==> src/rtl/spi_slave.sv <==
// SPI mode-0 slave with a one-byte TX holding register, synchronized SPI inputs and
// single-cycle status pulses for completion, overrun, underrun and aborted frames.
module spi_slave #(
    parameter logic [7:0]  DEFAULT_TX  = 8'h00,
    parameter int unsigned SYNC_STAGES = 2
) (
    input  logic       clk,
    input  logic       reset,
    input  logic       sclk,
    input  logic       cs,
    input  logic       mosi,
    output logic       miso,
    output logic       miso_oe,
    input  logic [7:0] tx_data,
    input  logic       tx_valid,
    output logic       tx_ready,
    output logic [7:0] rx_data,
    output logic       rx_valid,
    input  logic       rx_ack,
    output logic       busy,
    output logic       done,
    output logic       rx_overrun,
    output logic       tx_underrun,
    output logic       abort
);

    localparam logic [0:0] IDLE  = 1'b0;
    localparam logic [0:0] SHIFT = 1'b1;

    logic [SYNC_STAGES-1:0] sclk_meta, cs_meta, mosi_meta;
    logic                   sclk_d, cs_d;
    logic                   sclk_sync, cs_sync, mosi_sync;
    logic                   sclk_rise, sclk_fall, cs_rise, cs_fall;

    // cs chain resets low so a frame already in progress at reset release is not seen as a start
    always_ff @(posedge clk or negedge reset) begin
        if (!reset) begin
            sclk_meta <= '0;
            cs_meta   <= '0;
            mosi_meta <= '0;
            sclk_d    <= 1'b0;
            cs_d      <= 1'b0;
        end else begin
            sclk_meta <= {sclk_meta[SYNC_STAGES-2:0], sclk};
            cs_meta   <= {cs_meta[SYNC_STAGES-2:0], cs};
            mosi_meta <= {mosi_meta[SYNC_STAGES-2:0], mosi};
            sclk_d    <= sclk_sync;
            cs_d      <= cs_sync;
        end
    end

    assign sclk_sync = sclk_meta[SYNC_STAGES-1];
    assign cs_sync   = cs_meta[SYNC_STAGES-1];
    assign mosi_sync = mosi_meta[SYNC_STAGES-1];
    assign sclk_rise = sclk_sync & ~sclk_d;
    assign sclk_fall = ~sclk_sync & sclk_d;
    assign cs_rise   = cs_sync & ~cs_d;
    assign cs_fall   = ~cs_sync & cs_d;

    logic [0:0] state_q, state_d;
    logic [7:0] tx_shift_q, tx_shift_d;
    logic [6:0] rx_shift_q, rx_shift_d;
    logic [2:0] bit_cnt_q, bit_cnt_d;
    logic       reload_q, reload_d;
    logic [7:0] hold_data_q, hold_data_d;
    logic       hold_full_q, hold_full_d;
    logic [7:0] rx_data_q, rx_data_d;
    logic       rx_valid_q, rx_valid_d;
    logic       done_q, done_d;
    logic       overrun_q, overrun_d;
    logic       underrun_q, underrun_d;
    logic       abort_q, abort_d;
    logic       load;

    always_comb begin
        state_d     = state_q;
        tx_shift_d  = tx_shift_q;
        rx_shift_d  = rx_shift_q;
        bit_cnt_d   = bit_cnt_q;
        reload_d    = reload_q;
        hold_data_d = hold_data_q;
        hold_full_d = hold_full_q;
        rx_data_d   = rx_data_q;
        rx_valid_d  = rx_valid_q;
        done_d      = 1'b0;
        overrun_d   = 1'b0;
        underrun_d  = 1'b0;
        abort_d     = 1'b0;
        load        = 1'b0;

        if (rx_ack) begin
            rx_valid_d = 1'b0;
        end

        case (state_q)
            IDLE: begin
                if (cs_fall) begin
                    state_d    = SHIFT;
                    load       = 1'b1;
                    bit_cnt_d  = 3'd0;
                    reload_d   = 1'b0;
                    rx_shift_d = 7'd0;
                end
            end
            SHIFT: begin
                if (cs_rise) begin
                    state_d   = IDLE;
                    reload_d  = 1'b0;
                    bit_cnt_d = 3'd0;
                    abort_d   = (bit_cnt_q != 3'd0);
                end else if (sclk_rise) begin
                    rx_shift_d = {rx_shift_q[5:0], mosi_sync};
                    bit_cnt_d  = bit_cnt_q + 3'd1;
                    if (bit_cnt_q == 3'd7) begin
                        // Completion wins over a coincident ack, so rx_valid stays set
                        rx_data_d  = {rx_shift_q, mosi_sync};
                        rx_valid_d = 1'b1;
                        done_d     = 1'b1;
                        reload_d   = 1'b1;
                        overrun_d  = rx_valid_q & ~rx_ack;
                    end
                end else if (sclk_fall) begin
                    if (reload_q) begin
                        load     = 1'b1;
                        reload_d = 1'b0;
                    end else begin
                        tx_shift_d = {tx_shift_q[6:0], 1'b0};
                    end
                end
            end
            default: state_d = IDLE;
        endcase

        if (load) begin
            hold_full_d = 1'b0;
            if (hold_full_q) begin
                tx_shift_d = hold_data_q;
            end else begin
                tx_shift_d = DEFAULT_TX;
                underrun_d = 1'b1;
            end
        end

        // A write accepted in the same cycle as a load refills the just-emptied register
        if (tx_valid && !hold_full_q) begin
            hold_full_d = 1'b1;
            hold_data_d = tx_data;
        end
    end

    always_ff @(posedge clk or negedge reset) begin
        if (!reset) begin
            state_q     <= IDLE;
            tx_shift_q  <= 8'd0;
            rx_shift_q  <= 7'd0;
            bit_cnt_q   <= 3'd0;
            reload_q    <= 1'b0;
            hold_data_q <= 8'd0;
            hold_full_q <= 1'b0;
            rx_data_q   <= 8'd0;
            rx_valid_q  <= 1'b0;
            done_q      <= 1'b0;
            overrun_q   <= 1'b0;
            underrun_q  <= 1'b0;
            abort_q     <= 1'b0;
        end else begin
            state_q     <= state_d;
            tx_shift_q  <= tx_shift_d;
            rx_shift_q  <= rx_shift_d;
            bit_cnt_q   <= bit_cnt_d;
            reload_q    <= reload_d;
            hold_data_q <= hold_data_d;
            hold_full_q <= hold_full_d;
            rx_data_q   <= rx_data_d;
            rx_valid_q  <= rx_valid_d;
            done_q      <= done_d;
            overrun_q   <= overrun_d;
            underrun_q  <= underrun_d;
            abort_q     <= abort_d;
        end
    end

    assign busy        = (state_q == SHIFT);
    assign miso_oe     = busy;
    assign miso        = busy & tx_shift_q[7];
    assign tx_ready    = ~hold_full_q;
    assign rx_data     = rx_data_q;
    assign rx_valid    = rx_valid_q;
    assign done        = done_q;
    assign rx_overrun  = overrun_q;
    assign tx_underrun = underrun_q;
    assign abort       = abort_q;

endmodule

==> config.mk <==
export PLATFORM = sky130hd
export DESIGN_NAME = spi_slave
export DESIGN_NICKNAME = d
export VERILOG_FILES = /design/src/rtl/spi_slave.sv
export SDC_FILE = /design/constraint.sdc
export NUM_CORES = 1
export LEC_CHECK = 0
export ABC_AREA = 1
export CORE_AREA = 4 4 91 93
export CTS_CLUSTER_DIAMETER = 120
export DETAILED_ROUTE_END_ITERATION = 8
export DIE_AREA = 0 0 95 97
export HOLD_SLACK_MARGIN = 0.12
export PLACE_DENSITY_LB_ADDON = 0.2
export SLEW_MARGIN = 20
export SYNTH_ARGS = -nofsm -noshare
export SYNTH_HDL_FRONTEND = slang
export SYNTH_SLANG_ARGS = --single-unit
==> constraint.sdc <==
create_clock -name clk -period 1.6 [get_ports clk]
set_clock_uncertainty 0.2 [all_clocks]
set_input_delay 0.48 -clock clk [delete_from_list [all_inputs] [get_ports clk]]
set_output_delay 0.48 -clock clk [all_outputs]
set_load 0.02 [all_outputs]
Word level (Yosys, flattened, before mapping)
Cells that the tools add are included.
- bits in registers: 50
- latch bits: 0
- memory bits (writable): 0
- ROM bits: 0
- input bits: 15
- word-level logic and storage cells: 102
- memories kept: 0
- add/sub/neg operators: 1
- multipliers: 0
- divide/modulo/power cells: 0
- $lt $le $gt $ge: 0
- eq/ne operators: 10
- shift operators: 0
- muxes and demuxes: 48
- bitwise gates (word level): 14
- reductions and logical operators: 11
- operators by type and width (operator ; number):
    $mux 8 ; 7
    $mux 1 ; 30
    $mux 7 ; 3
    $pmux 7 s2 ; 1
    $mux 3 ; 3
    $not 1->1 ; 8
    $and 1x1->1 ; 6
    $ne 2x1->1 const B ; 3
    $ne 2x2->1 const B ; 3
    $pmux 1 s2 ; 3
    $pmux 3 s2 ; 1
    $reduce_and 3->1 ; 2
    $reduce_bool 2->1 ; 3
    $reduce_and 5->1 ; 1
    $ne 4x3->1 const B ; 1
    $ne 4x4->1 const B ; 1
    $reduce_and 4->1 ; 1
    $add 3x1->3 const B ; 1
    $eq 3x3->1 const B ; 1
    $ne 3x3->1 const B ; 1
    $reduce_bool 3->1 ; 1
    $reduce_and 2->1 ; 1
    $logic_and 1x1->1 ; 1
    $logic_not 1->1 ; 1

Longest topological paths before layout
- depth in word-level cells: 8
- mapped depth: 9
- depth with buffers taken out: 8

Least setup slack after synthesis
No wires, ideal clock.
- path kind: register to register
- start: register state_q, in the netlist busy
- end: register tx_shift_q[1]
- data arrival time: 1.254 ns
- required time: 1.283 ns
- setup slack: 0.030 ns
- stages on the path, launching flop included: 9
- buffers on the path: 1
- clock period less this slack: 1.570 ns
- cell sequence: dfrtp_1 -> buf_6 -> inv_4 -> nand3_4 -> inv_4 -> nor2_8 -> nand2_4 -> nand2_1 -> nand2_1
- longest elaborated chain between the ends: 4
- elaborated cells on any way between the ends: 9
- classes of those cells: eq/ne: 3; mux: 2; bitwise: 1; reduce/logical: 3
- ends and longest elaborated chain (element ; RTL line ; RTL):
    start, declared ; 60 ; logic [0:0] state_q, state_d;
    start signal, assigned ; 167 ; state_q <= state_d;
    $not 1->1 ; - ;
    $pmux 1 s2 ; 95 ; case (state_q)
    $ne 2x1->1 (no source line) / $reduce_bool 2->1 (equally long branches) ; - ;
    $reduce_and 5->1 (no source line) ; - ;
    end signal, assigned ; 168 ; tx_shift_q <= tx_shift_d;
    end, declared ; 61 ; logic [7:0] tx_shift_q, tx_shift_d;
Parallel ways exist; a longest one is shown, timed or not.
A chain may end at the register's enable or synchronous reset.

Worst setup path after layout
- start: register state_q, in the netlist busy
- end: output miso
- longest elaborated chain between the ends: 1
- ends and longest elaborated chain (element ; RTL line ; RTL):
    $and 1x1->1 ; 185 ; assign miso = busy & tx_shift_q[7];
    end, declared ; 12 ; output logic miso,
Every way passes these cells.

==> summary.txt <==
Run status = finished, violations left
Failing checks = setup timing
Pre-antenna DRT Iters = 4
Met1 Usage GRT = 0.145
Area Overhead vs Synth = 29.0%
DR DRC count = 0
Reg2reg setup slack = 0.03 ns
Worst-path clk slew = 0.09 ns
Final Util = 0.379
Largest net degree at the start of global routing = 31
Port bufs = 31
Unrepaired setup endpoints after global routing = yes
GRT overflow = 0
Post-synthesis sequential area ratio = 0.566
Clk_lat worst skew = 0.30 ns
GR Util met2 = 0.135
Count leader, synth = nand2_1
Initial core utilization = 0.294
Antenna diodes = 0
Final setup vio count = 1
Num rows = 32
Yosys cell types = 25
CTS sink cnt = 50
Max_slew headroom = 0.817
Class of the worst hold path = register to register
Pre-CTS setup slack = -0.186 ns
Clock root cell = clkbuf_8
DP HPWL = 2910 µm
Finished Cell Area = 0.00285 mm²
Final hold vios = 0
Final period utilization = 1.02
First-pass GRT wire length = 7280 µm
Nets = 290
Sum of negative setup slack = -0.0330 ns
Placed insts = 360
F_max = 0.612 GHz
Worst Tran Pin Value = 0.274 ns
Crit path required time = 0.92 ns
Cell leakage power = 1.45 nW
Hold path depth = 0
Pins Over Slew Limit = 0
Vias per cell = 4.28
Placed Area = 0.00269 mm²
CP endpoint kind = output pin
Post-synth EDFFs = 0
Worst-path maximum fanout = 4
Number of I/O pins = 32
Period minus WS final = 1.63 ns
GPL Wtd Cong = 0.771
WL/cell = 11.4 µm
Syn_area_per_cell = 10.0 µm²
CTS Buffer Depth = 2
Die ar. = 0.00922 mm²
VDD IR max = 0.000887 V
Via count = 1,599
Gate Count Post-Synth = 221
R2R depth = 7
Post-synth top area share = 0.566
TritonCTS clock tree = built
Synth top area cells = dfrtp_1 (57%), nand2_1 (9.8%), nand3_1 (6.3%), inv_1 (4.6%), mux2_2 (4.1%)
Pwr dens = 1180 mW/mm²
Post-DRT Antenna Nets = 0
WS Path Type = register to output pin
CTS H-Tree Depth = 2
Cell Area, Synth = 0.00221 mm²
Asr flop ratio synth = 1.00
Total core area = 0.00753 mm²
Die W = 95 µm
Synth warn = 0
Met3 Track Usage GR = 0.0295
Vias in the first global route = 1,525
Fin cells = 374
Power Total = 3.36 mW
Startpoint types = register
CTS Buf Count = 5
Worst EP arrival = 0.95 ns
Top FF cell, synth = dfrtp_1
Die Y = 97 µm
Hold Slack = 0.155 ns
Busiest grt layer = met1
GRT Util Overall = 0.0995
Area leader, netlist = dfrtp_1
Synth Net Count = 239
Max-Cap Viols = 0
Synth Register Bits = 50
Fillers = 810
Routed WL = 4250 µm
Initial DRC count = 76
Most frequent cells after synthesis = nand2_1 (58), dfrtp_1 (50), nand3_1 (28)
Layout cells sized above 1 = 0.313
Final setup margin = -0.0330 ns
Initial antenna violation count = 0
==> cell usage in the layout (no fill, tap or decap), types with 2 or more instances in the layout <==
cell type / instances
clkbuf_8: 6
o21ai_0: 9
inv_1: 25
nand2_1: 54
inv_4: 3
buf_4: 13
buf_2: 16
buf_6: 2
nand3_1: 27
buf_12: 2
nor2_1: 2
nand2_2: 4
mux2_2: 8
nand3_2: 2
ha_4: 2
o21ai_2: 6
clkdlybuf4s50_1: 13
inv_2: 3
o21ai_1: 4
dfrtp_1: 50
nor2_2: 4
nand2_4: 6
==> area by class of cell <==
type / instances / area [µm²] / share of cell area
sequential: 50 / 1250 / 0.439
multi-input combinational: 135 / 842 / 0.295
timing repair buffer: 47 / 380 / 0.133
tap: 102 / 128 / 0.0448
inverter: 31 / 126 / 0.0443
clock buffer: 6 / 82.6 / 0.0290
clock inverter: 1 / 30.0 / 0.0105
timing repair inverter: 2 / 11.3 / 0.00395
==> worst paths after layout <==
check                                       start                         to
max reg2reg                        busy$_DFF_PN0_  tx_shift_q[6]$_DFFE_PN0P_
min in group asynchronous                   reset   bit_cnt_q[2]$_DFFE_PN0P_
min reg2reg                mosi_meta[0]$_DFF_PN0_     mosi_meta[1]$_DFF_PN0_
max                                busy$_DFF_PN0_                       miso
min                        mosi_meta[0]$_DFF_PN0_     mosi_meta[1]$_DFF_PN0_
max in group asynchronous                   reset  tx_shift_q[3]$_DFFE_PN0P_
==> power by group <==
part | leakage (nW) | switching [mW] | internal, mW
clock network | 0.0573 | 0.410 | 0.501
registers | 0.649 | 0.123 | 1.50
logic | 0.745 | 0.428 | 0.406
total | 1.45 | 0.962 | 2.40
==> registers in the layout, indices dropped and copies added, names as in the netlist <==
signal,flops
hold_data_q,8
rx_data,8
tx_shift_q,8
rx_shift_q,7
bit_cnt_q,3
cs_meta,2
mosi_meta,2
sclk_meta,2
abort,1
busy,1
cs_d,1
done,1
hold_full_q,1
reload_q,1
rx_overrun,1
rx_valid,1
sclk_d,1
tx_underrun,1
==> logic make-up (layout without fill, tap and decap cells) <==
| kind of cell | count (synthesis) | after routing | synth area share |
|---|---|---|---|
| AO/OA/AOI/OAI | 22 | 22 | 0.0713 |
| adder cells (fa/ha/maj) | 3 | 3 | 0.0170 |
| buffers and inverters | 36 | 87 | 0.0770 |
| flip-flops | 50 | 50 | 0.566 |
| multiplexers | 8 | 8 | 0.0407 |
| AND/OR/NAND/NOR | 102 | 102 | 0.228 |
==> routing by layer <==
| layer | part of all wire | routed length [µm] |
|---|---|---|
| met1 | 0.52 | 2190 |
| met2 | 0.43 | 1810 |
| met3 | 0.040 | 170 |
| met4 | 0.018 | 78 |
| met5 | 0 | 0 |
==> critical path, cell delays in order (launching register included) <==
cell and delay (ns):
dfrtp_1 0.41, nand2_1 0.08, inv_1 0.04, buf_6 0.12
==> repair_timing <==
action                                  CTS  global route
gates resized for setup                  69            21
cloned                                    0             2
endpoints found under the hold margin     9             0
pin swaps                                 0             5
buffers inserted                          0             4
endpoints found under the setup margin   18            25
hold buffers                              1             0
Note: power is estimated with default switching activity, not from simulation.
